$ cat config.mk
export PLATFORM = sky130hd
export DESIGN_NAME = reg_bus_arbiter
export DESIGN_NICKNAME = d
export VERILOG_FILES = /design/src/rtl/reg_bus_arbiter.sv
export SDC_FILE = /design/constraint.sdc
export NUM_CORES = 1
export LEC_CHECK = 0
export CORE_AREA = 8 8 184 186
export CTS_CLUSTER_SIZE = 40
export DETAILED_ROUTE_END_ITERATION = 16
export DIE_AREA = 0 0 192 194
export GPL_ROUTABILITY_DRIVEN = 0
export GPL_TIMING_DRIVEN = 0
export MAX_ROUTING_LAYER = met4
export RECOVER_POWER = 100
export SKIP_CTS_REPAIR_TIMING = 1
export SLEW_MARGIN = 20
export SYNTH_ARGS = -nofsm -noshare
export SYNTH_HDL_FRONTEND = slang
export SYNTH_SLANG_ARGS = --single-unit
$ cat constraint.sdc
create_clock -name clk -period 6.7 [get_ports clk]
set_input_delay 1.34 -clock clk [delete_from_list [all_inputs] [get_ports clk]]
set_output_delay 1.34 -clock clk [all_outputs]
set_load 0.05 [all_outputs]
$ cat src/rtl/reg_bus_arbiter.sv
// Arbitrates several masters onto the one-hot register access bus, one access per
// transaction (IDLE -> ISSUE -> RESP). Define REG_BUS_ARB_FIXED_PRIO_EN for fixed priority.
module reg_bus_arbiter #(
    parameter int NUM_REQ    = 4,
    parameter int NUM_REG    = 8,
    parameter int ADDR_WIDTH = 4,
    parameter int REG_WIDTH  = 32
) (
    input  logic                            clk,
    input  logic                            rst,
    input  logic [NUM_REQ-1:0]              req_vld,
    input  logic [NUM_REQ-1:0]              req_wr,
    input  logic [NUM_REQ*ADDR_WIDTH-1:0]   req_addr,
    input  logic [NUM_REQ*REG_WIDTH-1:0]    req_wdata,
    output logic [NUM_REQ-1:0]              req_gnt,
    output logic [NUM_REQ-1:0]              rsp_vld,
    output logic                            rsp_err,
    output logic [REG_WIDTH-1:0]            rsp_rdata,
    output logic [NUM_REG-1:0]              reg_wr_sel,
    output logic                            reg_wr_rd,
    output logic [REG_WIDTH-1:0]            reg_wr_data,
    input  logic [NUM_REG*REG_WIDTH-1:0]    reg_rd_bus
);

    localparam int IDX_W = (NUM_REQ > 1) ? $clog2(NUM_REQ) : 1;

    typedef enum logic [1:0] {
        IDLE  = 2'd0,
        ISSUE = 2'd1,
        RESP  = 2'd2
    } state_t;

    state_t state_reg, state_next;

    logic [ADDR_WIDTH-1:0] addr_arr  [NUM_REQ];
    logic [REG_WIDTH-1:0]  wdata_arr [NUM_REQ];
    logic [REG_WIDTH-1:0]  rd_arr    [NUM_REG];

    genvar gi;
    generate
        for (gi = 0; gi < NUM_REQ; gi++) begin : g_unpack_req
            assign addr_arr[gi]  = req_addr[gi*ADDR_WIDTH +: ADDR_WIDTH];
            assign wdata_arr[gi] = req_wdata[gi*REG_WIDTH +: REG_WIDTH];
        end
        for (gi = 0; gi < NUM_REG; gi++) begin : g_unpack_rd
            assign rd_arr[gi] = reg_rd_bus[gi*REG_WIDTH +: REG_WIDTH];
        end
    endgenerate

    // Captured transaction
    logic [IDX_W-1:0]      win_reg;
    logic                  wr_reg;
    logic                  err_reg;
    logic [ADDR_WIDTH-1:0] addr_reg;

    // Registered outputs
    logic [NUM_REG-1:0]    reg_wr_sel_reg;
    logic                  reg_wr_rd_reg;
    logic [REG_WIDTH-1:0]  reg_wr_data_reg;
    logic [NUM_REQ-1:0]    rsp_vld_reg;
    logic                  rsp_err_reg;
    logic [REG_WIDTH-1:0]  rsp_rdata_reg;

`ifndef REG_BUS_ARB_FIXED_PRIO_EN
    logic [IDX_W-1:0]      last_winner_reg;
`endif

    // Winner search: rotating start after the last winner, or plain lowest index
    logic                  any_req;
    logic                  found;
    int                    cand;
    logic [IDX_W-1:0]      cand_idx;
    logic [IDX_W-1:0]      win_idx;

    assign any_req = |req_vld;

    always_comb begin
        found    = 1'b0;
        cand     = 0;
        cand_idx = '0;
        win_idx  = '0;
        for (int k = 0; k < NUM_REQ; k++) begin
`ifdef REG_BUS_ARB_FIXED_PRIO_EN
            cand = k;
`else
            cand = (int'(last_winner_reg) + 1 + k) % NUM_REQ;
`endif
            cand_idx = IDX_W'(cand);
            if (!found && req_vld[cand_idx]) begin
                found   = 1'b1;
                win_idx = cand_idx;
            end
        end
    end

    logic                  win_wr;
    logic [ADDR_WIDTH-1:0] win_addr;
    logic [REG_WIDTH-1:0]  win_wdata;
    logic                  win_in_range;
    logic [NUM_REG-1:0]    sel_dec;

    assign win_wr       = req_wr[win_idx];
    assign win_addr     = addr_arr[win_idx];
    assign win_wdata    = wdata_arr[win_idx];
    assign win_in_range = (int'(win_addr) < NUM_REG);

    generate
        for (gi = 0; gi < NUM_REG; gi++) begin : g_sel_dec
            assign sel_dec[gi] = win_in_range && (win_addr == ADDR_WIDTH'(gi));
        end
    endgenerate

    // Read mux on the captured address; out-of-range addresses select nothing
    logic [REG_WIDTH-1:0]  rd_sel_data;

    always_comb begin
        rd_sel_data = '0;
        for (int r = 0; r < NUM_REG; r++) begin
            if (addr_reg == ADDR_WIDTH'(r)) begin
                rd_sel_data = rd_arr[r];
            end
        end
    end

    // Next state and grant; the grant is gated by rst so every output reads 0 in reset
    logic [NUM_REQ-1:0]    gnt_vec;
    logic                  grant_now;

    always_comb begin
        state_next = state_reg;
        gnt_vec    = '0;
        grant_now  = 1'b0;
        case (state_reg)
            IDLE: begin
                if (any_req && !rst) begin
                    grant_now        = 1'b1;
                    gnt_vec[win_idx] = 1'b1;
                    state_next       = ISSUE;
                end
            end
            ISSUE:   state_next = RESP;
            RESP:    state_next = IDLE;
            default: state_next = IDLE;
        endcase
    end

    always_ff @(posedge clk or posedge rst) begin
        if (rst) begin
            state_reg <= IDLE;
        end else begin
            state_reg <= state_next;
        end
    end

    always_ff @(posedge clk or posedge rst) begin
        if (rst) begin
            win_reg         <= '0;
            wr_reg          <= 1'b0;
            err_reg         <= 1'b0;
            addr_reg        <= '0;
            reg_wr_sel_reg  <= '0;
            reg_wr_rd_reg   <= 1'b0;
            reg_wr_data_reg <= '0;
            rsp_vld_reg     <= '0;
            rsp_err_reg     <= 1'b0;
            rsp_rdata_reg   <= '0;
        end else begin
            // Bus and response fields are single-cycle pulses unless reloaded below
            reg_wr_sel_reg  <= '0;
            reg_wr_rd_reg   <= 1'b0;
            reg_wr_data_reg <= '0;
            rsp_vld_reg     <= '0;
            rsp_err_reg     <= 1'b0;
            rsp_rdata_reg   <= '0;
            if (grant_now) begin
                win_reg         <= win_idx;
                wr_reg          <= win_wr;
                err_reg         <= !win_in_range;
                addr_reg        <= win_addr;
                reg_wr_sel_reg  <= sel_dec;
                reg_wr_rd_reg   <= win_wr;
                reg_wr_data_reg <= win_wdata;
            end
            if (state_reg == ISSUE) begin
                // Sampled while the select is on the bus: a clear-on-read register
                // only clears afterwards, so this is its pre-clear value
                rsp_vld_reg   <= NUM_REQ'(1) << win_reg;
                rsp_err_reg   <= err_reg;
                rsp_rdata_reg <= (!wr_reg && !err_reg) ? rd_sel_data : '0;
            end
        end
    end

`ifndef REG_BUS_ARB_FIXED_PRIO_EN
    always_ff @(posedge clk or posedge rst) begin
        if (rst) begin
            last_winner_reg <= IDX_W'(NUM_REQ - 1);
        end else if (grant_now) begin
            last_winner_reg <= win_idx;
        end
    end
`endif

    assign req_gnt     = gnt_vec;
    assign rsp_vld     = rsp_vld_reg;
    assign rsp_err     = rsp_err_reg;
    assign rsp_rdata   = rsp_rdata_reg;
    assign reg_wr_sel  = reg_wr_sel_reg;
    assign reg_wr_rd   = reg_wr_rd_reg;
    assign reg_wr_data = reg_wr_data_reg;

endmodule

==> run_results.csv, run 1 <==
group,metric,value,unit
run_status,status,"finished, violations left",
run_status,violations,"capacitance limit, slew limit",
timing,fmax,165,MHz
worst_setup_path,cp-start-kind,"input pin",
synth,synth-async-reset-ratio,100,%
cts,cts_sinks,89,
floorplanning,start_util,19.6,%
worst_setup_path,worstSetupEndpointType,"output pin",
timing,hold_violations,0,
synth,ys_top_cells_by_area,"dfrtp_1 36%, mux2_2 11%, mux4_2 10%, a211oi_1 8.4%, mux2i_1 8.1%",
global_routing,grt_pass1_vias,7770,
global_routing,track_usage,19.7,%
worst_setup_path,slowest_stage,"dlygate4sd3_1",
timing,period_share,90.4,%
synth,synth_nets,972,
timing,skew,13.3,ps
run,drv_cap,2,
drt,num_vias,6839,
timing,finalSetupViolCount,0,
cts,numCtsBuffers,9,
worst_setup_path,cp.arrival,4710,ps
drt,drt-initial-drc-count,243,
cts,cts_tree,"built",
cts,clock_path_buffers,2,
drt,route.detailed.drc,0,
worst_setup_path,path_cells,"dlygate4sd3_1 > or2b_1 > a21boi_0 > nor3_2 > buf_2 > buf_2 > buf_2 > nor2_1 > dlygate4sd3_1",
power_and_ir_drop,power,3.40,mW
synth,syn_area_per_cell,10.8,µm²
global_routing,grt_pass1_wl,52100,µm
timing,min_period,6050,ps
power_and_ir_drop,p_leak,4.77,nW
cts,clock_latency,350,ps
cts,clkTransAtPathRegs,70,ps
drt,routedWlPerCell,24.9,µm
floorplanning,die-area,37200,µm²
timing,rsz0062_at_grt,"false",
timing,setup_tns,0,ps
cts,cts_root_buf,"clkbuf_16",
synth,synth_top_cell_area_share,35.8,%
global_routing,grt_antenna_before_repair,3,
synth,synth_flop_cell,"dfrtp_1",
floorplanning,die-height,194,µm
placement,dp.cells,1456,
power_and_ir_drop,powerDensity,288,nW/µm²
worst_setup_path,path_class,"in -> out",
floorplanning,coreArea,31100,µm²
synth,synth_cell_type_count,48,
floorplanning,dieWidth,192,µm
final_layout,nNetsFinal,1475,
cts,h-tree-depth,3,
worst_setup_path,slowest_delay,780,ps
synth,synth-seq-cells,89,
timing,report.final.slew_viol_count,92,
timing,slew_headroom,-74.4,%
worst_setup_path,path_max_fanout,10,
synth,synth_top_area_cell,"dfrtp_1",
placement,port_buffers,491,
global_routing,grt_max_degree,49,
timing,tightest_slew,2620,ps
worst_hold_path,hold_path_class,"reg -> reg",
drt,antenna_left,0,
worst_setup_path,critPathRequiredTime,5360,ps
drt,drtPass1Iterations,4,
synth,synth_edf_count,0,
synth,syn_inst,562,
synth,synthesis.area,6080,µm²
worst_setup_path,cpMostUsedCell,"buf_2",
floorplanning,io_pins,492,
synth,yosysWarnings,0,
drt,vias_per_cell,4.63,
synth,yosysSeqAreaShare,36.7,%
power_and_ir_drop,peakVddDrop,0.000111,V
placement,hpwl,31500,µm
drt,wirelength,36800,µm
final_layout,area_growth,93.8,%
final_layout,fin_cells,1477,
floorplanning,num_rows,65,
global_routing,grt-ovfl-total,0,
worst_setup_path,r2r_slack,3750,ps
final_layout,drive_above_1_share,11.7,%
-- layer usage --
layer  global-route usage [%]  share of wire, %
met1                     19.2                35
met3                     6.96                10
met2                     36.6                54
met4                     4.19               1.7
met5                        -                 0
-- cell type report --
cell class | instances | area (µm²)
Multi-Input combinational cell | 415 | 3530
Timing Repair Buffer | 492 | 4920
Inverter | 3 | 12.5
Antenna cell | 5 | 12.5
Sequential cell | 89 | 2230
Buffer | 55 | 254
Fill cell | 3192 | 19300
Clock inverter | 6 | 90.1
Clock buffer | 10 | 239
Tap cell | 402 | 503
-- critical path, delay by kind of cell --
| kind | cells | cell delay (ps) |
|---|---|---|
| compound gates | 1 | 180 |
| buf+inv | 5 | 2440 |
| simple gates | 3 | 750 |
-- cell usage after synthesis, types with 2 or more instances --
master,count
mux2i_1,49
o22a_1,2
buf_1,3
nor2_1,39
nand2b_1,5
a211o_4,2
nand2_1,12
o211ai_1,2
a21o_1,2
a2111oi_1,2
dfrtp_1,87
a2111oi_2,6
buf_2,10
a22oi_1,3
a211oi_1,68
dfstp_2,2
nor4b_1,2
inv_1,2
mux4_2,27
a21oi_1,6
nor2b_1,37
o22ai_1,28
buf_6,5
nand3b_1,4
mux2_2,57
a221oi_1,4
nor3_1,33
o21ai_0,7
clkbuf_1,37
-- through the flow --
stage | hold slack (ps) | setup WS, ps | utilization [%] | cell area (µm²)
floorplan | 448 | 2290 | - | 6080
global route | 506 | 434 | 37.9 | 11800
detailed placement | 485 | 853 | 37.1 | 11500
global placement | 477 | 873 | 37.0 | 11500
finish | 492 | 646 | 38.0 | 11800
CTS | 496 | 842 | 38.2 | 11900
-- path summary, 6_finish.rpt --
path,startpoint,end,depth (start not counted)
setup / recovery,req_vld[1],req_gnt[1],9
hold / removal,last_winner_reg[1],last_winner_reg[1],2
setup reg to reg,last_winner_reg[0],reg_wr_data[23],7
hold reg to reg,last_winner_reg[1],last_winner_reg[1],2
max in group asynchronous,rst,rsp_rdata[29],3
min in group asynchronous,rst,rsp_vld[3],2
-- kinds of logic after synthesis --
family / synth area share, %
flops: 36.7
compound gates: 17.9
simple gates: 12.4
mux: 28.6
buf+inv: 4.40
-- power by group --
| part | leakage [nW] | internal (mW) | switching (mW) |
|---|---|---|---|
| Clock | 0.159 | 0.339 | 0.238 |
| Sequential | 1.19 | 0.639 | 0.0419 |
| Combinational | 3.42 | 0.908 | 1.23 |
| Total | 4.77 | 1.89 | 1.51 |
-- cells in the final DEF, fill, tap and decap left out, drive strengths merged, types with 3 or more instances in the layout --
cell           instances
clkdlybuf4s50        405
dfrtp                 87
dlygate4sd3           86
a211oi                69
mux2                  57
clkbuf                51
mux2i                 49
nor2                  39
nor2b                 37
nor3                  34
o22ai                 28
mux4                  27
buf                   15
nand2                 13
a2111oi                8
o21ai                  7
a21oi                  6
nand2b                 6
diode                  5
nand3b                 4
a221oi                 4
a22oi                  3
inv                    3
No activity file was read; power rests on OpenSTA's default activity.
==> run 2: changes to the inputs <==
--- a/config.mk
+++ b/config.mk
@@ -5,14 +5,15 @@
 export SDC_FILE = /design/constraint.sdc
 export NUM_CORES = 1
 export LEC_CHECK = 0
-export CORE_AREA = 8 8 184 186
+export CORE_AREA = 2 2 189 191
 export CTS_CLUSTER_SIZE = 40
 export DETAILED_ROUTE_END_ITERATION = 16
-export DIE_AREA = 0 0 192 194
+export DIE_AREA = 0 0 191 193
 export GPL_ROUTABILITY_DRIVEN = 0
 export GPL_TIMING_DRIVEN = 0
 export MAX_ROUTING_LAYER = met4
 export RECOVER_POWER = 100
+export REMOVE_ABC_BUFFERS = 1
 export SKIP_CTS_REPAIR_TIMING = 1
 export SLEW_MARGIN = 20
 export SYNTH_ARGS = -nofsm -noshare
==> constraint.sdc (replaced) <==
create_clock -name clk -period 7.7 [get_ports clk]
set_input_delay 1.54 -clock clk [delete_from_list [all_inputs] [get_ports clk]]
set_output_delay 1.54 -clock clk [all_outputs]
set_load 0.05 [all_outputs]
==> run 2 against run 1 <==
The run still ends with capacitance limit, slew limit left; sequential share of layout area is essentially flat; total power shrank 16%; die area shrank 1.0%; critical path type is now in -> reg; critical endpoint is now reg_wr_sel[5]; largest power group unchanged.
==> run_results.csv, run 2 (synthesis results as in run 1) <==
group,metric,value,unit
run_status,status,"finished, violations left",
run_status,violations,"capacitance limit, slew limit",
timing,tightest_slew,2030,ps
power_and_ir_drop,p_int,1.61,mW
cts,cts_root_buf,"clkbuf_16",
timing,rsz0062_at_grt,"false",
final_layout,layout_commonest_cell,"clkdlybuf4s50_1",
worst_setup_path,critPathRequiredTime,7900,ps
drt,vias_per_cell,4.36,
power_and_ir_drop,peakVddDrop,0.000154,V
worst_setup_path,cp.arrival,6550,ps
drt,drt-initial-drc-count,247,
worst_hold_path,hold_path_class,"reg -> reg",
floorplanning,start_util,17.4,%
cts,clkTransAtPathRegs,80,ps
worst_setup_path,reg2reg_from,"last_winner_reg[1]",
timing,finalSetupViolCount,0,
floorplanning,io_pins,492,
final_layout,area_growth,94.3,%
timing,skew,15.3,ps
global_routing,grt_busiest_layer,"met2",
global_routing,grt_pass1_wl,40400,µm
global_routing,met2_usage,25.2,%
global_routing,grt-ovfl-total,0,
placement,port_buffers,491,
worst_hold_path,min_to,"last_winner_reg[1]",
worst_setup_path,rr_worst_depth,10,
worst_hold_path,hold_depth,2,
timing,fmax,158,MHz
worst_setup_path,worstSetupEndpointType,"flip-flop",
worst_setup_path,r2r_slack,2790,ps
cts,numCtsBuffers,9,
timing,hold_violations,0,
final_layout,num_antenna_cells,0,
final_layout,fillerInstances,3562,
floorplanning,coreArea,35000,µm²
global_routing,grt_pass1_vias,6470,
power_and_ir_drop,p_leak,4.75,nW
placement,hpwl,23600,µm
floorplanning,num_rows,69,
power_and_ir_drop,pwr-share-comb,60.9,%
final_layout,nNetsFinal,1439,
timing,layout_setup_ws,1350,ps
worst_setup_path,path_max_fanout,17,
power_and_ir_drop,powerDensity,241,nW/µm²
global_routing,grt_max_degree,54,
final_layout,drive_above_1_share,12.1,%
worst_hold_path,hold_start,"last_winner_reg[1]",
run,drv_cap,1,
worst_setup_path,regToRegEndpoint,"reg_wr_sel[5]",
drt,wirelength,28800,µm
timing,min_period,6350,ps
global_routing,grt_antenna_before_repair,2,
cts,cts_tree,"built",
cts,h-tree-depth,3,
floorplanning,die-height,193,µm
floorplanning,die-area,36900,µm²
power_and_ir_drop,netSwitchingPower,1.23,mW
power_and_ir_drop,p_seq_share,22.5,%
final_layout,layout_common_cells,"375 x clkdlybuf4s50_1, 116 x dlygate4sd3_1, 84 x dfrtp_1, 69 x a211oi_1, 54 x mux2_2",
global_routing,track_usage,15.2,%
timing,report.final.slew_viol_count,40,
floorplanning,dieWidth,191,µm
worst_setup_path,path_class,"in -> reg",
timing,period_share,82.4,%
power_and_ir_drop,clkPwrFrac,16.6,%
drt,drtPass1Iterations,4,
drt,routedWlPerCell,19.3,µm
cts,cts_sinks,89,
cts,clock_path_buffers,2,
drt,route.detailed.drc,0,
timing,slew_headroom,-36.2,%
power_and_ir_drop,netSwitchingFraction,43.3,%
drt,antenna_left,0,
global_routing,met3_usage,3.31,%
cts,clock_latency,350,ps
global_routing,globalRouteMet1Util,19.2,%
drt,num_vias,6517,
timing,setup_tns,0,ps
placement,place_ws,2010,ps
worst_setup_path,cp-start-kind,"input pin",
run 2: cell types whose count changed in the layout (fill, tap and decap cells not counted), moves of 4 or more:
cell	previous run	this run
clkbuf_1	41	9
clkdlybuf4s50_1	405	375
dlygate4sd3_1	86	116
buf_2	8	0
diode_2	5	0
buf_6	5	1
buf_8	0	4
run 2: power groups by stage:
stage	Combinational, mW	Sequential (mW)	Clock [mW]
floorplan	0.843	0.944	0
global placement	1.66	0.793	0
detailed placement	1.82	0.654	0
CTS	1.83	0.645	0.499
global route	1.86	0.656	0.512
finish	1.73	0.639	0.472
run 2: worst max-delay path by stage:
stage                    endpoint  slack [ps]  startpoint
floorplan              req_gnt[2]         630  req_vld[0]
global route        reg_wr_sel[7]        1030  req_vld[1]
global placement       req_gnt[1]       -1390  req_vld[1]
CTS                    req_gnt[1]        2010  req_vld[3]
finish              reg_wr_sel[5]        1350  req_vld[1]
detailed placement     req_gnt[1]        2010  req_vld[3]
run 2: through the flow:
stage / hold WS (ps) / power (mW) / cell area (µm²) / util [%] / cells
final: 496 / 2.84 / 11800 / 33.8 / 1495
after global routing: 530 / 3.03 / 11800 / 33.8 / 1495
after CTS: 497 / 2.97 / 12000 / 34.2 / 1495
after detailed placement: 483 / 2.48 / 11700 / 33.3 / 1479
after global placement: 475 / 2.45 / 11300 / 32.4 / 1459
after floorplan: 448 / 1.79 / 5830 / - / 507
run 2: area by class of cell:
class | count | area [µm²] | area share [%]
Tap cell | 461 | 577 | 4.88
Timing Repair Buffer | 511 | 5150 | 43.6
Sequential cell | 89 | 2240 | 18.9
Multi-Input combinational cell | 415 | 3540 | 29.9
Clock buffer | 9 | 225 | 1.91
Inverter | 3 | 12.5 | 0.106
Clock inverter | 7 | 78.8 | 0.667
run 2: critical path: stages:
cell	delay (ps)
dlygate4sd3_1	610
o21a_1	200
a211oi_1	340
clkbuf_1	670
clkbuf_1	540
clkbuf_1	720
clkbuf_1	630
buf_6	280
mux2i_1	110
mux2_1	430
a2111oi_0	440
run 2: metal layers:
metal	share of wire, %	up-vias
met5	0	-
met4	1.3	0
met3	5.6	22
met2	51	216
met1	42	3182
li1	-	3097
==> run 3: changes to the inputs <==
==> constraint.sdc (replaced) <==
create_clock -name clk -period 6.6 [get_ports clk]
set_input_delay 1.32 -clock clk [delete_from_list [all_inputs] [get_ports clk]]
set_output_delay 1.32 -clock clk [all_outputs]
set_load 0.05 [all_outputs]
==> run 3 against run 2 <==
The run still ends with capacitance limit, slew limit left; critical endpoint is now req_gnt[3]; worst hold slack about the same; via count hardly changed; sequential share of layout area shrank 0.053 points; largest cell class unchanged; first-iteration DRC count decreased by 4.5%; routed wire length increased by 0.12%.
==> run_results.csv, run 3 (synthesis results as in run 1) <==
group,metric,value,unit
cts,cts_tree,"built",
worst_setup_path,worstSetupEndpointType,"output pin",
timing,timing.hold.ws,496,ps
worst_setup_path,cp.arrival,4370,ps
final_layout,drive_above_1_share,12.6,%
cts,numCtsBuffers,9,
floorplanning,die-height,193,µm
cts,clock_path_buffers,2,
floorplanning,io_pins,492,
drt,met1_length,12200,µm
power_and_ir_drop,p_leak,4.75,nW
timing,layout_setup_ws,907,ps
final_layout,nNetsFinal,1439,
global_routing,grt_pass1_wl,40400,µm
cts,cts_sinks,89,
worst_setup_path,rr_worst_depth,9,
drt,wirelength,28800,µm
timing,setup_tns,0,ps
drt,antenna_left,0,
drt,drtPass1Iterations,4,
cts,h-tree-depth,3,
drt,drt-initial-drc-count,236,
cts,clkTransAtPathRegs,80,ps
drt,vias_per_cell,4.36,
timing,period_share,86.3,%
drt,num_vias,6514,
worst_setup_path,path_class,"in -> out",
global_routing,grt_max_degree,54,
run_status,violations,"capacitance limit, slew limit",
placement,hpwl,23600,µm
timing,fmax,176,MHz
floorplanning,dieWidth,191,µm
final_layout,fillerInstances,3557,
placement,place_area,11700,µm²
floorplanning,die-area,36900,µm²
timing,min_period,5690,ps
drt,wl_met3,1710,µm
worst_hold_path,hold_path_class,"reg -> reg",
final_layout,fin_util,33.9,%
power_and_ir_drop,peakVddDrop,0.000181,V
floorplanning,coreArea,35000,µm²
worst_setup_path,cp-start-kind,"input pin",
cts,cts_root_buf,"clkbuf_16",
drt,route.detailed.drc,0,
final_layout,num_antenna_cells,0,
worst_hold_path,hold_depth,2,
timing,tightest_slew,2040,ps
drt,routedWlPerCell,19.3,µm
run,drv_cap,1,
worst_setup_path,path_max_fanout,8,
timing,skew,14.9,ps
global_routing,track_usage,15.2,%
final_layout,area_growth,94.7,%
power_and_ir_drop,powerDensity,282,nW/µm²
drt,wl_met2,14600,µm
final_layout,layout_common_cells,"403 x clkdlybuf4s50_1, 88 x dlygate4sd3_1, 85 x dfrtp_1, 68 x a211oi_1, 54 x mux2_2",
run_status,status,"finished, violations left",
final_layout,stdcell_area,11800,µm²
drt,top_layer,"met4",
timing,slew_headroom,-37.1,%
timing,hold_violations,0,
cts,clock_latency,350,ps
placement,port_buffers,491,
timing,finalSetupViolCount,0,
placement,place_ws,1350,ps
timing,rsz0062_at_grt,"false",
timing,report.final.slew_viol_count,40,
global_routing,grt_pass1_vias,6470,
floorplanning,num_rows,69,
floorplanning,start_util,17.4,%
global_routing,grt_antenna_before_repair,2,
worst_setup_path,critPathRequiredTime,5280,ps
final_layout,layout_commonest_cell,"clkdlybuf4s50_1",
global_routing,grt-ovfl-total,0,
==> run 3: final cells by class <==
type                       instances  area, µm²  area share [%]
sequential                        89       2230            18.9
multi-input combinational        415       3560            30.0
timing repair buffer             511       5160            43.6
inverter                           3       12.5           0.106
tap                              461        577            4.87
clock buffer                       9        225            1.90
clock inverter                     7       78.8           0.666
==> run 3: path summary, 6_finish.rpt <==
path	startpoint	to	slack, ps
hold / removal	last_winner_reg[1]	last_winner_reg[1]	500
hold reg to reg	last_winner_reg[1]	last_winner_reg[1]	500
setup reg to reg	last_winner_reg[0]	reg_wr_sel[3]	1980
setup / recovery	req_vld[3]	req_gnt[3]	910
min in group asynchronous	rst	win_reg[1]	1980
max in group asynchronous	rst	addr_reg[0]	3630
==> run 3: metal layers <==
layer / global-route usage (%) / up-vias
met3: 3.31 / 18
met2: 25.2 / 208
li1: - / 3097
met1: 19.2 / 3191
met5: - / -
met4: 3.10 / 0
==> run 3: critical path: stages <==
cell	delay, ps
dlygate4sd3_1	640
o41ai_1	770
clkinv_1	430
nand2_1	350
nor2_1	70
dlygate4sd3_1	800
==> run 3: where the power goes <==
| group | total (mW) | switching, mW | internal, mW |
|---|---|---|---|
| logic | 2.04 | 1.10 | 0.946 |
| registers | 0.743 | 0.0928 | 0.650 |
| clock network | 0.550 | 0.253 | 0.297 |
==> run 3: stage by stage <==
step,power (mW),cells
6_report,3.34,1495
5_1_grt,3.55,1495
4_1_cts,3.47,1495
3_5_place_dp,2.89,1479
3_3_place_gp,2.86,1459
2_1_floorplan,2.08,507
